[config.mk]
export PLATFORM = sky130hd
export DESIGN_NAME = vga_sprite_anim_module_flat
export DESIGN_NICKNAME = d
export VERILOG_FILES = /design/src/rtl/vga_sprite_anim_module_if.sv /design/src/rtl/vga_sprite_anim_module.sv /design/src/flat_wrapper.sv
export SDC_FILE = /design/constraint.sdc
export NUM_CORES = 1
export LEC_CHECK = 0
export BUFFER_PORTS_ARGS = -buffer_cell sky130_fd_sc_hd__buf_2
export CORE_ASPECT_RATIO = 1.25
export CORE_MARGIN = 2
export CORE_UTILIZATION = 55
export CTS_BUF_LIST = sky130_fd_sc_hd__clkbuf_4 sky130_fd_sc_hd__clkbuf_8
export CTS_CLUSTER_DIAMETER = 50
export CTS_CLUSTER_SIZE = 12
export DETAILED_ROUTE_END_ITERATION = 7
export GPL_TIMING_DRIVEN = 0
export PLACE_DENSITY = 0.84
export SLEW_MARGIN = 20
export SYNTH_ARGS = -nofsm -noshare
export SYNTH_HDL_FRONTEND = slang
export SYNTH_SLANG_ARGS = --single-unit
[constraint.sdc]
create_clock -name vga_clk -period 6.19 [get_ports vga_clk]
set_input_delay 0.3095 -clock vga_clk [delete_from_list [all_inputs] [get_ports vga_clk]]
set_output_delay 0.3095 -clock vga_clk [all_outputs]
set_load 0.02 [all_outputs]
[src/rtl/vga_sprite_anim_module_if.sv]
// Pixel/ROM bus between the sync generator side and the sprite animator.
// master: sync generator + glyph ROM side; slave: vga_sprite_anim_module.
interface vga_sprite_anim_module_if #(
  parameter int GLYPH_W = 16,
  parameter int ADDR_W  = 7
);
  logic               Ready_Sig;
  logic               Frame_Sig;
  logic [11:0]        Column_Addr_Sig;
  logic [11:0]        Row_Addr_Sig;
  logic [ADDR_W-1:0]  rom_addr;
  logic [GLYPH_W-1:0] rom_data;
  logic [4:0]         Red_Sig;
  logic [5:0]         Green_Sig;
  logic [4:0]         Blue_Sig;

  modport master (
    output Ready_Sig, Frame_Sig, Column_Addr_Sig, Row_Addr_Sig, rom_data,
    input  rom_addr, Red_Sig, Green_Sig, Blue_Sig
  );

  modport slave (
    input  Ready_Sig, Frame_Sig, Column_Addr_Sig, Row_Addr_Sig, rom_data,
    output rom_addr, Red_Sig, Green_Sig, Blue_Sig
  );
endinterface

[src/rtl/vga_sprite_anim_module.sv]
// Sprite animator: draws one scaled monochrome glyph from a glyph ROM at a
// frame-latched position and steps through animation frames on frame
// boundaries (loop / ping-pong / one-shot / pause).
// Two-stage pixel pipeline: stage 1 issues rom_addr, stage 2 consumes
// rom_data in the following cycle and registers RGB565.
// Optional build macro SPRITE_MIRROR_EN adds mirror_h (horizontal flip).
//
// state       | meaning
// ------------+-------------------------------------------------------
// ST_IDLE     | after reset, frame 0 shown, waiting for start
// ST_RUN_FWD  | stepping upward through frames
// ST_RUN_BWD  | ping-pong return leg, stepping downward
// ST_DONE     | one-shot finished, last frame held, done = 1
module vga_sprite_anim_module #(
  parameter int GLYPH_W     = 16,
  parameter int GLYPH_H     = 16,
  parameter int NUM_FRAMES  = 6,
  parameter int HOLD_FRAMES = 60,
  parameter int SCALE_LOG2  = 0,
  parameter int ADDR_W      = 7,
  localparam int FRAME_W    = (NUM_FRAMES > 1) ? $clog2(NUM_FRAMES) : 1
) (
  input  logic                    vga_clk,
  input  logic                    rst,
  vga_sprite_anim_module_if.slave vga,
  input  logic [11:0]             pos_x,
  input  logic [11:0]             pos_y,
  input  logic [15:0]             fg_color,
  input  logic [15:0]             bg_color,
  input  logic [1:0]              anim_mode,
  input  logic                    start,
`ifdef SPRITE_MIRROR_EN
  input  logic                    mirror_h,
`endif
  output logic                    done,
  output logic [FRAME_W-1:0]      cur_frame
);

  localparam int HOLD_W = (HOLD_FRAMES > 1) ? $clog2(HOLD_FRAMES) : 1;
  localparam int BIT_W  = (GLYPH_W > 1) ? $clog2(GLYPH_W) : 1;

  localparam logic [12:0]        BOX_W     = 13'(GLYPH_W << SCALE_LOG2);
  localparam logic [12:0]        BOX_H     = 13'(GLYPH_H << SCALE_LOG2);
  localparam logic [FRAME_W-1:0] LAST_IDX  = FRAME_W'(NUM_FRAMES - 1);
  localparam logic [HOLD_W-1:0]  HOLD_LAST = HOLD_W'(HOLD_FRAMES - 1);
  localparam logic [BIT_W-1:0]   BIT_MSB   = BIT_W'(GLYPH_W - 1);

  localparam logic [1:0] ST_IDLE    = 2'd0;
  localparam logic [1:0] ST_RUN_FWD = 2'd1;
  localparam logic [1:0] ST_RUN_BWD = 2'd2;
  localparam logic [1:0] ST_DONE    = 2'd3;

  localparam logic [1:0] MODE_LOOP    = 2'd0;
  localparam logic [1:0] MODE_PING    = 2'd1;
  localparam logic [1:0] MODE_ONESHOT = 2'd2;
  localparam logic [1:0] MODE_PAUSE   = 2'd3;

  logic [1:0]         state;
  logic [FRAME_W-1:0] frame_idx;
  logic [HOLD_W-1:0]  hold_cnt;
  logic [11:0]        lat_x;
  logic [11:0]        lat_y;
  logic               lat_mirror;
  logic               running;

  // position is only taken at frame boundaries so the sprite never tears
  always_ff @(posedge vga_clk or posedge rst) begin
    if (rst) begin
      lat_x <= '0;
      lat_y <= '0;
    end else if (vga.Frame_Sig) begin
      lat_x <= pos_x;
      lat_y <= pos_y;
    end
  end

`ifdef SPRITE_MIRROR_EN
  // mirror flag follows the same frame-boundary latch as the position
  always_ff @(posedge vga_clk or posedge rst) begin
    if (rst)                lat_mirror <= 1'b0;
    else if (vga.Frame_Sig) lat_mirror <= mirror_h;
  end
`else
  assign lat_mirror = 1'b0;
`endif

  assign running   = (state == ST_RUN_FWD) || (state == ST_RUN_BWD);
  assign cur_frame = frame_idx;

  // animation sequencer: start acts immediately, everything else on Frame_Sig
  always_ff @(posedge vga_clk or posedge rst) begin
    if (rst) begin
      state     <= ST_IDLE;
      frame_idx <= '0;
      hold_cnt  <= '0;
      done      <= 1'b0;
    end else if (start) begin
      state     <= ST_RUN_FWD;
      frame_idx <= '0;
      hold_cnt  <= '0;
      done      <= 1'b0;
    end else if (vga.Frame_Sig && running && (anim_mode != MODE_PAUSE)) begin
      if (hold_cnt != HOLD_LAST) begin
        hold_cnt <= hold_cnt + 1'b1;
      end else begin
        hold_cnt <= '0;
        if (state == ST_RUN_FWD) begin
          if (frame_idx != LAST_IDX) begin
            frame_idx <= frame_idx + 1'b1;
          end else begin
            case (anim_mode)
              MODE_PING: begin
                state     <= ST_RUN_BWD;
                frame_idx <= (NUM_FRAMES > 1) ? frame_idx - 1'b1 : '0;
              end
              MODE_ONESHOT: begin
                state <= ST_DONE;
                done  <= 1'b1;
              end
              default: frame_idx <= '0;
            endcase
          end
        end else begin
          // a mode change away from ping-pong resumes forward from here
          if (anim_mode != MODE_PING) begin
            state <= ST_RUN_FWD;
          end else if (frame_idx == '0) begin
            state     <= ST_RUN_FWD;
            frame_idx <= (NUM_FRAMES > 1) ? FRAME_W'(1) : '0;
          end else begin
            frame_idx <= frame_idx - 1'b1;
          end
        end
      end
    end
  end

  logic [12:0]       col_e, row_e, x_lo, y_lo;
  logic [11:0]       dx, dy, gx, gy;
  logic              in_box;
  logic [ADDR_W-1:0] addr_d;
  logic [BIT_W-1:0]  bit_d;

  // stage 1 decode; 13-bit compares let the box run past column/row 4095
  always_comb begin
    col_e  = {1'b0, vga.Column_Addr_Sig};
    row_e  = {1'b0, vga.Row_Addr_Sig};
    x_lo   = {1'b0, lat_x};
    y_lo   = {1'b0, lat_y};
    in_box = vga.Ready_Sig &&
             (col_e >= x_lo) && (col_e < x_lo + BOX_W) &&
             (row_e >= y_lo) && (row_e < y_lo + BOX_H);
    dx     = vga.Column_Addr_Sig - lat_x;
    dy     = vga.Row_Addr_Sig - lat_y;
    gx     = dx >> SCALE_LOG2;
    gy     = dy >> SCALE_LOG2;
    addr_d = ADDR_W'(32'(frame_idx) * GLYPH_H) + ADDR_W'(gy);
    bit_d  = lat_mirror ? BIT_W'(gx) : BIT_MSB - BIT_W'(gx);
  end

  logic [BIT_W-1:0] bit_q;
  logic             in_box_q;
  logic             ready_q;

  // stage 1 registers: ROM address plus the qualifiers that travel with it
  always_ff @(posedge vga_clk or posedge rst) begin
    if (rst) begin
      vga.rom_addr <= '0;
      bit_q        <= '0;
      in_box_q     <= 1'b0;
      ready_q      <= 1'b0;
    end else begin
      vga.rom_addr <= in_box ? addr_d : '0;
      bit_q        <= in_box ? bit_d : '0;
      in_box_q     <= in_box;
      ready_q      <= vga.Ready_Sig;
    end
  end

  logic [15:0] rgb_q;

  // stage 2: colour select from the glyph bit, black outside the sprite box
  always_ff @(posedge vga_clk or posedge rst) begin
    if (rst)            rgb_q <= '0;
    else if (!ready_q)  rgb_q <= '0;
    else if (in_box_q)  rgb_q <= vga.rom_data[bit_q] ? fg_color : bg_color;
    else                rgb_q <= '0;
  end

  assign {vga.Red_Sig, vga.Green_Sig, vga.Blue_Sig} = rgb_q;

endmodule

[src/flat_wrapper.sv]
// flat-port wrapper written by rule: the top's interface ports become plain ports
module vga_sprite_anim_module_flat 
#(
  parameter int GLYPH_W     = 16,
  parameter int GLYPH_H     = 16,
  parameter int NUM_FRAMES  = 6,
  parameter int HOLD_FRAMES = 60,
  parameter int SCALE_LOG2  = 0,
  parameter int ADDR_W      = 7,
  localparam int FRAME_W    = (NUM_FRAMES > 1) ? $clog2(NUM_FRAMES) : 1
)
  (vga_clk, rst, pos_x, pos_y, fg_color, bg_color, anim_mode, start, done, cur_frame, vga_Ready_Sig, vga_Frame_Sig, vga_Column_Addr_Sig, vga_Row_Addr_Sig, vga_rom_data, vga_rom_addr, vga_Red_Sig, vga_Green_Sig, vga_Blue_Sig);
  vga_sprite_anim_module_if #(.GLYPH_W(GLYPH_W), .ADDR_W(ADDR_W)) vga_i ();
  input  logic vga_clk;
  input  logic rst;
  input  logic [11:0] pos_x;
  input  logic [11:0] pos_y;
  input  logic [15:0] fg_color;
  input  logic [15:0] bg_color;
  input  logic [1:0] anim_mode;
  input  logic start;
  output logic done;
  output logic [FRAME_W-1:0] cur_frame;
  input wire logic [$bits(vga_i.Ready_Sig)-1:0] vga_Ready_Sig;
  input wire logic [$bits(vga_i.Frame_Sig)-1:0] vga_Frame_Sig;
  input wire logic [$bits(vga_i.Column_Addr_Sig)-1:0] vga_Column_Addr_Sig;
  input wire logic [$bits(vga_i.Row_Addr_Sig)-1:0] vga_Row_Addr_Sig;
  input wire logic [$bits(vga_i.rom_data)-1:0] vga_rom_data;
  output wire logic [$bits(vga_i.rom_addr)-1:0] vga_rom_addr;
  output wire logic [$bits(vga_i.Red_Sig)-1:0] vga_Red_Sig;
  output wire logic [$bits(vga_i.Green_Sig)-1:0] vga_Green_Sig;
  output wire logic [$bits(vga_i.Blue_Sig)-1:0] vga_Blue_Sig;
  assign vga_i.Ready_Sig = vga_Ready_Sig;
  assign vga_i.Frame_Sig = vga_Frame_Sig;
  assign vga_i.Column_Addr_Sig = vga_Column_Addr_Sig;
  assign vga_i.Row_Addr_Sig = vga_Row_Addr_Sig;
  assign vga_i.rom_data = vga_rom_data;
  assign vga_rom_addr = vga_i.rom_addr;
  assign vga_Red_Sig = vga_i.Red_Sig;
  assign vga_Green_Sig = vga_i.Green_Sig;
  assign vga_Blue_Sig = vga_i.Blue_Sig;
  vga_sprite_anim_module #(.GLYPH_W(GLYPH_W), .GLYPH_H(GLYPH_H), .NUM_FRAMES(NUM_FRAMES), .HOLD_FRAMES(HOLD_FRAMES), .SCALE_LOG2(SCALE_LOG2), .ADDR_W(ADDR_W)) u_core (.vga_clk(vga_clk), .rst(rst), .vga(vga_i), .pos_x(pos_x), .pos_y(pos_y), .fg_color(fg_color), .bg_color(bg_color), .anim_mode(anim_mode), .start(start), .done(done), .cur_frame(cur_frame));
endmodule
# == After elaboration in Yosys (flattened, before gate mapping) ==
# Cells that the tools add are included.
# word_totals
register_bits,65
in_bits,103
output_inout_bits,27
# classes
add_sub_neg,9
n_lt_le_gt_ge,5
eq_ne,14
muxes,32
n_reduce_logical,15
# op_table
operator,n
$mux W16,3
$add A12 B5 Y13 const B,2
$lt A12 B13 Y1,2
$ge A12 B12 Y1,2
$mux W3,7
$mux W6,3
$mux W2,7
$reduce_and A5 Y1,2
$ne A4 B4 Y1 const B,2
$add A7 B7 Y7,1
$mux W1,7
$mux W7,1
$sub A7 B7 Y7,1
$add A6 B1 Y6 const B,1
$logic_and A1 B1 Y1,6
$ne A2 B2 Y1 const B,3
$ne A3 B3 Y1 const B,2
$ne A6 B6 Y1 const B,1
$pmux W3 S2,1
$reduce_bool A2 Y1,3
$lt A4 B5 Y1 const B,1
$bmux W1 S4,1
$eq A2 B1 Y1 const B,2
$eq A2 B2 Y1 const B,2
12 further kinds,12

# == Longest topological paths before layout ==
# Gate-level depths: netlist of run 1.
# depth
ltp_word,7
ltp_mapped,11
ltp_nobuf,10

# == Worst setup path before layout of run 1 ==
# No wires, ideal clock.
# synth_timing
kind,reg-to-reg
from,reg u_core.lat_x[4]
to,reg u_core.bit_q[2]
arrival_time_ns,2.464
required_ns,6.104
path_slack_ns,3.640
stages_incl_launch_ff,12
path_buffers,1
path_cell_list,dfrtp_1 ha_1 and3_1 nand3_1 xnor2_1 ha_1 a21o_1 a21o_1 a222oi_1 o211ai_1 clkbuf_1 nor3_1
# synth_via
elab_chain_len,6
# synth_rtl
element,line_no,source
"start, declared",vga_sprite_anim_module.sv:61,logic [11:0] lat_x;
"start signal, assigned",vga_sprite_anim_module.sv:72,lat_x <= pos_x;
$add A12 B5 Y13 / $ge A12 B12 Y1 (equally long branches),vga_sprite_anim_module.sv:151,(col_e >= x_lo) && (col_e < x_lo + BOX_W) &&
$lt A12 B13 Y1 / $logic_and A1 B1 Y1 (equally long branches),"vga_sprite_anim_module.sv:151, vga_sprite_anim_module.sv:150",
$logic_and A1 B1 Y1 (*) (2 in series),vga_sprite_anim_module.sv:151,
$logic_and A1 B1 Y1 (*),vga_sprite_anim_module.sv:152,(row_e >= y_lo) && (row_e < y_lo + BOX_H);
$mux W4 (*),vga_sprite_anim_module.sv:174,bit_q <= in_box ? bit_d : '0;
"end signal, assigned",vga_sprite_anim_module.sv:174,
"end, declared",vga_sprite_anim_module.sv:161,logic [BIT_W-1:0] bit_q;
# Every way passes the cells marked *; elsewhere a longest branch is shown, timed or not.
# A chain may end at the register's enable or synchronous reset.

# == Worst setup path after layout of run 1 ==
# layout_timing
from,reg u_core.lat_x[4]
to,reg u_core.vga.rom_addr[3]
# layout_via
elab_chain_len,6
# layout_rtl
element,line_no,source
$add A12 B5 Y13 / $ge A12 B12 Y1 (equally long branches),vga_sprite_anim_module.sv:151,
$lt A12 B13 Y1 / $logic_and A1 B1 Y1 (equally long branches),"vga_sprite_anim_module.sv:151, vga_sprite_anim_module.sv:150",
$logic_and A1 B1 Y1 (*) (2 in series),vga_sprite_anim_module.sv:151,
$logic_and A1 B1 Y1 (*),vga_sprite_anim_module.sv:152,
$mux W7 (*),vga_sprite_anim_module.sv:173,vga.rom_addr <= in_box ? addr_d : '0;
"end signal, assigned",vga_sprite_anim_module.sv:173,
"end, declared",vga_sprite_anim_module_if.sv:24,"output rom_addr, Red_Sig, Green_Sig, Blue_Sig"
# Marked as above.

==> qor.txt, run 1 <==
===============================================================================================
Ratio of total power to cell area ................................................   245 nW/um2
Fin crit share ...................................................................        46.2%
Total Nets Final .................................................................          766
Per-cell routed wire length ......................................................      14.5 um
Wire length reported by the detailed router ......................................     10100 um
Netlist cell types ...............................................................           48
Setup_tns ........................................................................         0 ns
Final RePlAce weighted congestion ................................................        0.845
Via count of the first global-routing pass .......................................         4021
Highest-delay cell along the critical path .......................................      dfrtp_1
CP max FO ........................................................................           10
Routed metal-1 wirelength ........................................................      3910 um
Worst voltage drop across the vdd grid ...........................................     0.133 mV
Cell Chain, Critical Path ........................................................ ha_1, and3_1, nand3_1, xnor2_1, ha_1, a21o_1, a21o_1, a222oi_1, o211ai_1, clkbuf_1, nor3_1
Setup slack of the most critical reg-to-reg path .................................      3.33 ns
Antenna violations before repair .................................................            0
Share of layout cells above drive strength 1 .....................................        25.5%
TritonCTS buffer count ...........................................................            9
Number of remaining DRC errors ...................................................            0
Kind of critical path ............................................................      reg2reg
Startpoint class of the critical path ............................................     register
Sequential standard cell area ....................................................     1630 um2
Height of the die ................................................................       104 um
Setup crit end kind ..............................................................     register
Number of antenna-violating nets in the routed design ............................            0
Most common cell after layout, fill and taps aside ...............................        buf_2
# Max-Cap Violations .............................................................            0
Maximum achievable frequency .....................................................      350 MHz
Area fraction in compound gates after synthesis ..................................        12.4%
WL met3 ..........................................................................       505 um
Data arrival time of the critical path ...........................................      3.13 ns
Cell at the root of the clock tree ...............................................     clkbuf_8
Required time at the worst-slack endpoint ........................................      6.46 ns
Clock input transition at the sequential cells of the worst setup and hold paths .      0.07 ns
Number of pins with negative max-slew slack in the final report ..................            0
Register bit total from synthesis ................................................           65
Initial detailed-routing violation count .........................................          174
Synthesis warning total ..........................................................            0
Total standard cell area after synthesis .........................................     4420 um2
Number of clock sinks seen by CTS ................................................           65
Largest stage delay on the critical path .........................................      0.38 ns
Area share of fa/ha/maj cells after synthesis ....................................        19.0%
Port Buffer Count ................................................................          129
Most frequent cells in the layout ................................................ 129 x buf_2, 65 x dfrtp_1, 56 x ha_1
Highest routed layer .............................................................         met4
Sequential share of the synthesized area .........................................        36.8%
Number of buffers on the longest clock path ......................................            2
Standard-cell rows ...............................................................           36
Mean number of vias per cell .....................................................         5.39
Average cell area after synthesis ................................................     9.64 um2
Post-route design area ...........................................................     5440 um2
CTS tree .........................................................................          yes
Cells after synthesis ............................................................          458
Wire length of the first global-routing pass .....................................     17100 um
Combinational family with the most area after synthesis ..........................  adder cells
P&R area growth vs syn ...........................................................        23.3%
Transition time at the pin with the least slew margin ............................     0.644 ns
Setup clock skew after layout ....................................................   0.00884 ns
Maximum number of pins on one net before global-route repair .....................           58
HPWL reported at the end of detailed placement ...................................      8140 um
Starting utilization of the core area ............................................        56.7%
Fraction of synthesized area in multiplexers .....................................        7.99%
First drt pass iteration count ...................................................            5
Total met2 wirelength after detailed routing .....................................      5450 um
Placeable Area ...................................................................     7790 um2
Clk Latency, worst-skew pair .....................................................      0.36 ns
Area taken by multi-input logic gates ............................................     2520 um2
Layout fillers ...................................................................          622
Placed inst area .................................................................     5210 um2
Boundary pin count ...............................................................          130
Total number of vias .............................................................         3774
Aggregate global routing overflow ................................................            0
H-tree depth reported by CTS .....................................................            3
Tightest slew margin relative to the limit .......................................        56.9%
Setup repair after global routing missed its margin ..............................           no
Number of hold-slack violations in the final timing report .......................            0
Static leakage power .............................................................      2.91 nW
Main flop type after synthesis ...................................................      dfrtp_1
Xor/xnor share of the synthesized area ...........................................        3.97%
Number of buffers added for setup after CTS ......................................            0
Die Area .........................................................................     8770 um2
Worst min-delay path class .......................................................       in2reg
Overall Global Routing Usage .....................................................        24.4%
Net count after synthesis ........................................................          624
Final setup violating endpoints ..................................................            0
EDFF count, synth ................................................................            0
Run status .......................................................................    completed
Post-synthesis share of cell area spent on and, or, nand and nor gates ...........        13.7%
Final critical delay including setup and external delays .........................      2.86 ns
Die X ............................................................................      84.1 um
Asr flop ratio synth .............................................................         100%
Count of antenna diodes in the layout ............................................            0
===============================================================================================
## worst max-delay path: cells and delay by family (launching register included)
family | cells | cell delay (ns)
AO/OA/AOI/OAI | 4 | 0.89
adder cells (fa/ha/maj) | 2 | 0.49
AND/OR/NAND/NOR | 3 | 0.61
flip-flops | 1 | 0.38
buffers and inverters | 1 | 0.25
XOR/XNOR | 1 | 0.14
## flip-flops by register name (all words and copies together), names as in the netlist, 2 cells and up
register / count
u_core.bit_q: 4
u_core.cur_frame: 3
u_core.hold_cnt: 6
u_core.lat_x: 12
u_core.lat_y: 12
u_core.rgb_q: 16
u_core.state: 2
u_core.vga.rom_addr: 7
## final timing paths
check	start	endpoint	cells past startpoint
min in group asynchronous	rst	u_core.cur_frame[1]$_DFFE_PP0P_	3
setup / recovery	u_core.lat_x[4]$_DFFE_PP0P_	u_core.vga.rom_addr[3]$_DFF_PP0_	11
hold / removal	vga_Ready_Sig	u_core.ready_q$_DFF_PP0_	1
max in group asynchronous	rst	u_core.lat_x[10]$_DFFE_PP0P_	4
setup reg to reg	u_core.lat_x[4]$_DFFE_PP0P_	u_core.vga.rom_addr[3]$_DFF_PP0_	11
hold reg to reg	u_core.state[1]$_DFFE_PP0P_	u_core.state[1]$_DFFE_PP0P_	1
## timing repair
| item | 4_1_cts | 5_1_grt |
|---|---|---|
| resized for setup | 0 | 0 |
| hold endpoints to repair | 8 | 0 |
| hold buffers | 1 | 0 |
## metrics by stage
stage / utilization [%] / instances / setup slack (ns) / hold WS, ns / power [W]
after CTS: 69.9 / 700 / 3.32 / 0.0959 / 0.00134
final: 69.9 / 700 / 3.33 / 0.104 / 0.00133
after floorplan: - / 458 / 3.64 / 0.341 / 0.000803
after detailed placement: 66.9 / 683 / 3.35 / 0.219 / 0.000928
after global placement: 66.5 / 682 / 3.37 / 0.464 / 0.000913
after global routing: 69.9 / 700 / 3.03 / 0.0931 / 0.00143
## Yosys cell counts (all sizes together), types with 5 or more instances
cell / instances / area share [%]
ha: 56 / 16
a21o: 11 / 1.9
mux4: 5 / 2.9
a21oi: 16 / 1.8
nand2: 42 / 3.6
nor2: 31 / 2.6
dfrtp: 65 / 37
mux2i: 18 / 4.1
xnor2: 17 / 3.4
fa: 7 / 3.2
o21ai: 33 / 3.7
nor3: 15 / 1.7
a31oi: 6 / 0.85
and3: 6 / 0.85
nor2b: 6 / 0.85
inv: 53 / 4.5
nand4: 5 / 0.71
clkbuf: 10 / 0.85
nand3: 13 / 1.5
## report_power, final
| group | total (W) | leakage (nW) | internal [W] | switching, W |
|---|---|---|---|---|
| combinational | 0.000438 | 1.95 | 0.000197 | 0.000242 |
| sequential | 0.000485 | 0.852 | 0.000458 | 0.0000267 |
| clock | 0.000409 | 0.106 | 0.000232 | 0.000177 |
## cell type report
cell class              count  share of cell area (%)
plain buffers              12                    1.26
clock buffers              10                    2.41
clock inverters             6                    1.70
inverters                  53                    3.70
multi-input cells         328                    46.3
flip-flops and latches     65                    29.9
well taps                  95                    2.18
repair buffers            131                    12.5
## per-layer routing
metal | vias to the layer above | track usage, %
li1 | 1870 | -
met1 | 1762 | 26.7
met2 | 122 | 46.0
met3 | 20 | 3.89
met4 | 0 | 10.0
met5 | - | 0
## kinds of logic after synthesis
| group | after synthesis |
|---|---|
| buffers and inverters | 65 |
| flip-flops | 65 |
| adder cells (fa/ha/maj) | 63 |
| AND/OR/NAND/NOR | 130 |
| XOR/XNOR | 20 |
| multiplexers | 27 |
| AO/OA/AOI/OAI | 88 |
No activity file was read; power rests on OpenSTA's default activity.
==> run 2, diff against run 1 <==
CORE_UTILIZATION = 54   (was 55)
PLACE_DENSITY = 0.83   (was 0.84)
clock period = 2.9 ns   (was 6.19 ns; I/O delays follow)
==> run 2 against run 1 <==
  * Cell area rose by 2.4%
  * Die area rose by 1.8%
  * Sequential share of layout area fell by 0.70 points
  * Clock power rose by 95%
  * Combinational power rose by 120%
  * Wire length rose by 2.8%
  * Non-clock buffer count rose by 13
  * Sequential cell count did not move
  * Count of clock-buffer cells in the layout rose by 2
  * Utilization rose by 0.87 points
  * Setup slack got worse by 3.2 ns
  * Critical path type unchanged
==> qor.txt, run 2 (synthesis gave the netlist of run 1 again) <==
===============================================================================================
Run status .......................................................................    completed
Wire length reported by the detailed router ......................................     10400 um   +2.8%
Die X ............................................................................      84.9 um   +0.88%
Number of pins with negative max-slew slack in the final report ..................            0   unchanged
Number of placed instances with taps included ....................................          683   unchanged
Setup repair after global routing missed its margin ..............................          yes
Aggregate global routing overflow ................................................            0   unchanged
Via count of the first global-routing pass .......................................         4080   +1.5%
Startpoint class of the critical path ............................................     register
HPWL reported at the end of detailed placement ...................................      8310 um   +2.1%
Tightest slew margin relative to the limit .......................................        54.0%   -2.9 points
Non-filler cells in the finished layout ..........................................          711   +1.6%
Number of remaining DRC errors ...................................................            0   unchanged
Min Hold Slack ...................................................................    0.0137 ns   -0.0905 ns
Most common cell after layout, fill and taps aside ...............................        buf_2
H-tree depth reported by CTS .....................................................            3   unchanged
Static leakage power .............................................................      2.96 nW   +1.9%
Overall Global Routing Usage .....................................................        24.4%   about the same
Clock input transition at the sequential cells of the worst setup and hold paths .      0.07 ns   about the same
Total Power Consumption ..........................................................    0.00281 W   +110%
Ratio of total power to cell area ................................................   504 nW/um2   +110%
Port Buffer Count ................................................................          129   unchanged
Maximum achievable frequency .....................................................      356 MHz   +1.9%
Maximum number of pins on one net before global-route repair .....................           41   -29%
First drt pass iteration count ...................................................            4   -1
Per-cell routed wire length ......................................................      14.6 um   +1.2%
Starting utilization of the core area ............................................        56.0%   -0.65 points
Fin crit share ...................................................................        96.7%   +51 points
Antenna violations before repair .................................................            1   +1
Largest registers ................................................................ u_core.rgb_q (16), u_core.lat_x (12), u_core.lat_y (12)
Final setup violating endpoints ..................................................            0   unchanged
Final RePlAce weighted congestion ................................................        0.841   -0.47%
Transition time at the pin with the least slew margin ............................     0.687 ns   +0.0435 ns
Number of antenna-violating nets in the routed design ............................            0   unchanged
Die Area .........................................................................     8920 um2   +1.8%
Share of layout cells above drive strength 1 .....................................        26.6%   +1.2 points
Number of hold-slack violations in the final timing report .......................            0   unchanged
Final critical delay including setup and external delays .........................      2.81 ns   -0.0524 ns
Total number of vias .............................................................         3836   +1.6%
Clk Latency, worst-skew pair .....................................................      0.34 ns   -0.02 ns
TritonCTS buffer count ...........................................................            9   unchanged
Mean number of vias per cell .....................................................         5.40   about the same
Most frequent cells in the layout ................................................ 130 x buf_2, 65 x dfrtp_1, 55 x ha_1
Count of antenna diodes in the layout ............................................            0   unchanged
Required time at the worst-slack endpoint ........................................      3.14 ns   -3.32 ns
Data arrival time of the critical path ...........................................      3.04 ns   -0.09 ns
# Max-Cap Violations .............................................................            0   unchanged
Fraction of the core area covered by cells at the end of the flow ................        70.7%   +0.87 points
Number of clock sinks seen by CTS ................................................           65   unchanged
Initial detailed-routing violation count .........................................          164   -5.7%
Setup crit end kind ..............................................................     register
P&R area growth vs syn ...........................................................        26.3%
Placeable Area ...................................................................     7880 um2   +1.2%
Worst voltage drop across the vdd grid ...........................................     0.291 mV   +120%
Height of the die ................................................................       105 um   +0.89%
CP max FO ........................................................................            4   -6
Total Nets Final .................................................................          779   +1.7%
CTS tree .........................................................................          yes
Worst min-delay path class .......................................................       in2reg
Layout fillers ...................................................................          603   -3.1%
Boundary pin count ...............................................................          130   unchanged
Kind of critical path ............................................................      reg2reg
Flip-flop count of the largest register, all copies and words added ..............           16   unchanged
Largest register by flop count ................................................... u_core.rgb_q
Setup clock skew after layout ....................................................    0.0107 ns   +0.00183 ns
Standard-cell rows ...............................................................           36   unchanged
Wire length of the first global-routing pass .....................................     17400 um   +1.8%
Cell at the root of the clock tree ...............................................     clkbuf_8
Number of buffers on the longest clock path ......................................            2   unchanged
===============================================================================================
run 2: changes by cell type in the layout (fill, tap and decap cells not counted), sizes merged:
cell / delta
dlygate4sd3: +10
buf: +4
clkinv: -2
bufinv: -1
clkbuf: +1
clkinvlp: -1
run 2: report_power, final:
group	switching (W)	leakage, nW	internal, W
sequential	0.0000581	0.852	0.000979
combinational	0.000541	2.01	0.000437
clock	0.000339	0.101	0.000458
run 2: timing repair:
item | in CTS | in global routing
hold buffers | 11 | 0
gates cloned | 0 | 1
setup buffers | 0 | 2
pin swaps | 0 | 2
resized for setup | 1 | 14
setup endpoints to repair | 2 | 10
hold endpoints to repair | 35 | 0
run 2: worst max-delay path, stage by stage (launching register included):
cell	delay (ns)
dfrtp_1	0.39
ha_2	0.21
and3_4	0.22
nand3_1	0.12
xnor2_2	0.15
ha_1	0.31
a21o_1	0.18
a21o_1	0.17
a222oi_1	0.33
o211ai_1	0.22
buf_4	0.19
a211oi_1	0.21
run 2: worst paths after layout:
kind	from	end	slack, ns	depth (start not counted)
min in group asynchronous	rst	u_core.state[0]$_DFFE_PP0P_	0.33	3
worst min register to register	u_core.state[1]$_DFFE_PP0P_	u_core.state[1]$_DFFE_PP0P_	0.51	1
max in group asynchronous	rst	u_core.rgb_q[7]$_DFF_PP0_	2.04	4
worst min-delay path	pos_x[11]	u_core.lat_x[11]$_DFFE_PP0P_	0.01	3
worst max-delay path	u_core.lat_x[4]$_DFFE_PP0P_	u_core.vga.rom_addr[6]$_DFF_PP0_	0.09	11
worst max register to register	u_core.lat_x[4]$_DFFE_PP0P_	u_core.vga.rom_addr[6]$_DFF_PP0_	0.09	11
run 2: metrics by stage:
step                cell area (um2)  worst slack (ns)  setup TNS [ns]
floorplan                      4420             0.350               0
global placement               5180            0.0816               0
finish                         5580            0.0949               0
CTS                            5520            0.0402               0
detailed placement             5200            0.0243               0
global route                   5580           -0.0434          -0.213
run 2: per-layer routing:
layer / track usage (%) / part of all wire [%] / wire (um)
met1: 26.6 / 40 / 4110
met2: 46.1 / 53 / 5540
met3: 4.34 / 5.6 / 581
met4: 9.07 / 1.6 / 162
met5: 0 / 0 / 0
run 2: cell type report:
cell class,count,area (um2),share of cell area [%]
clock inverters,2,37.5,0.673
clock buffers,12,165,2.96
well taps,95,119,2.13
multi-input cells,328,2560,45.8
plain buffers,12,73.8,1.32
flip-flops and latches,65,1630,29.2
repair buffers,144,796,14.3
inverters,53,201,3.61
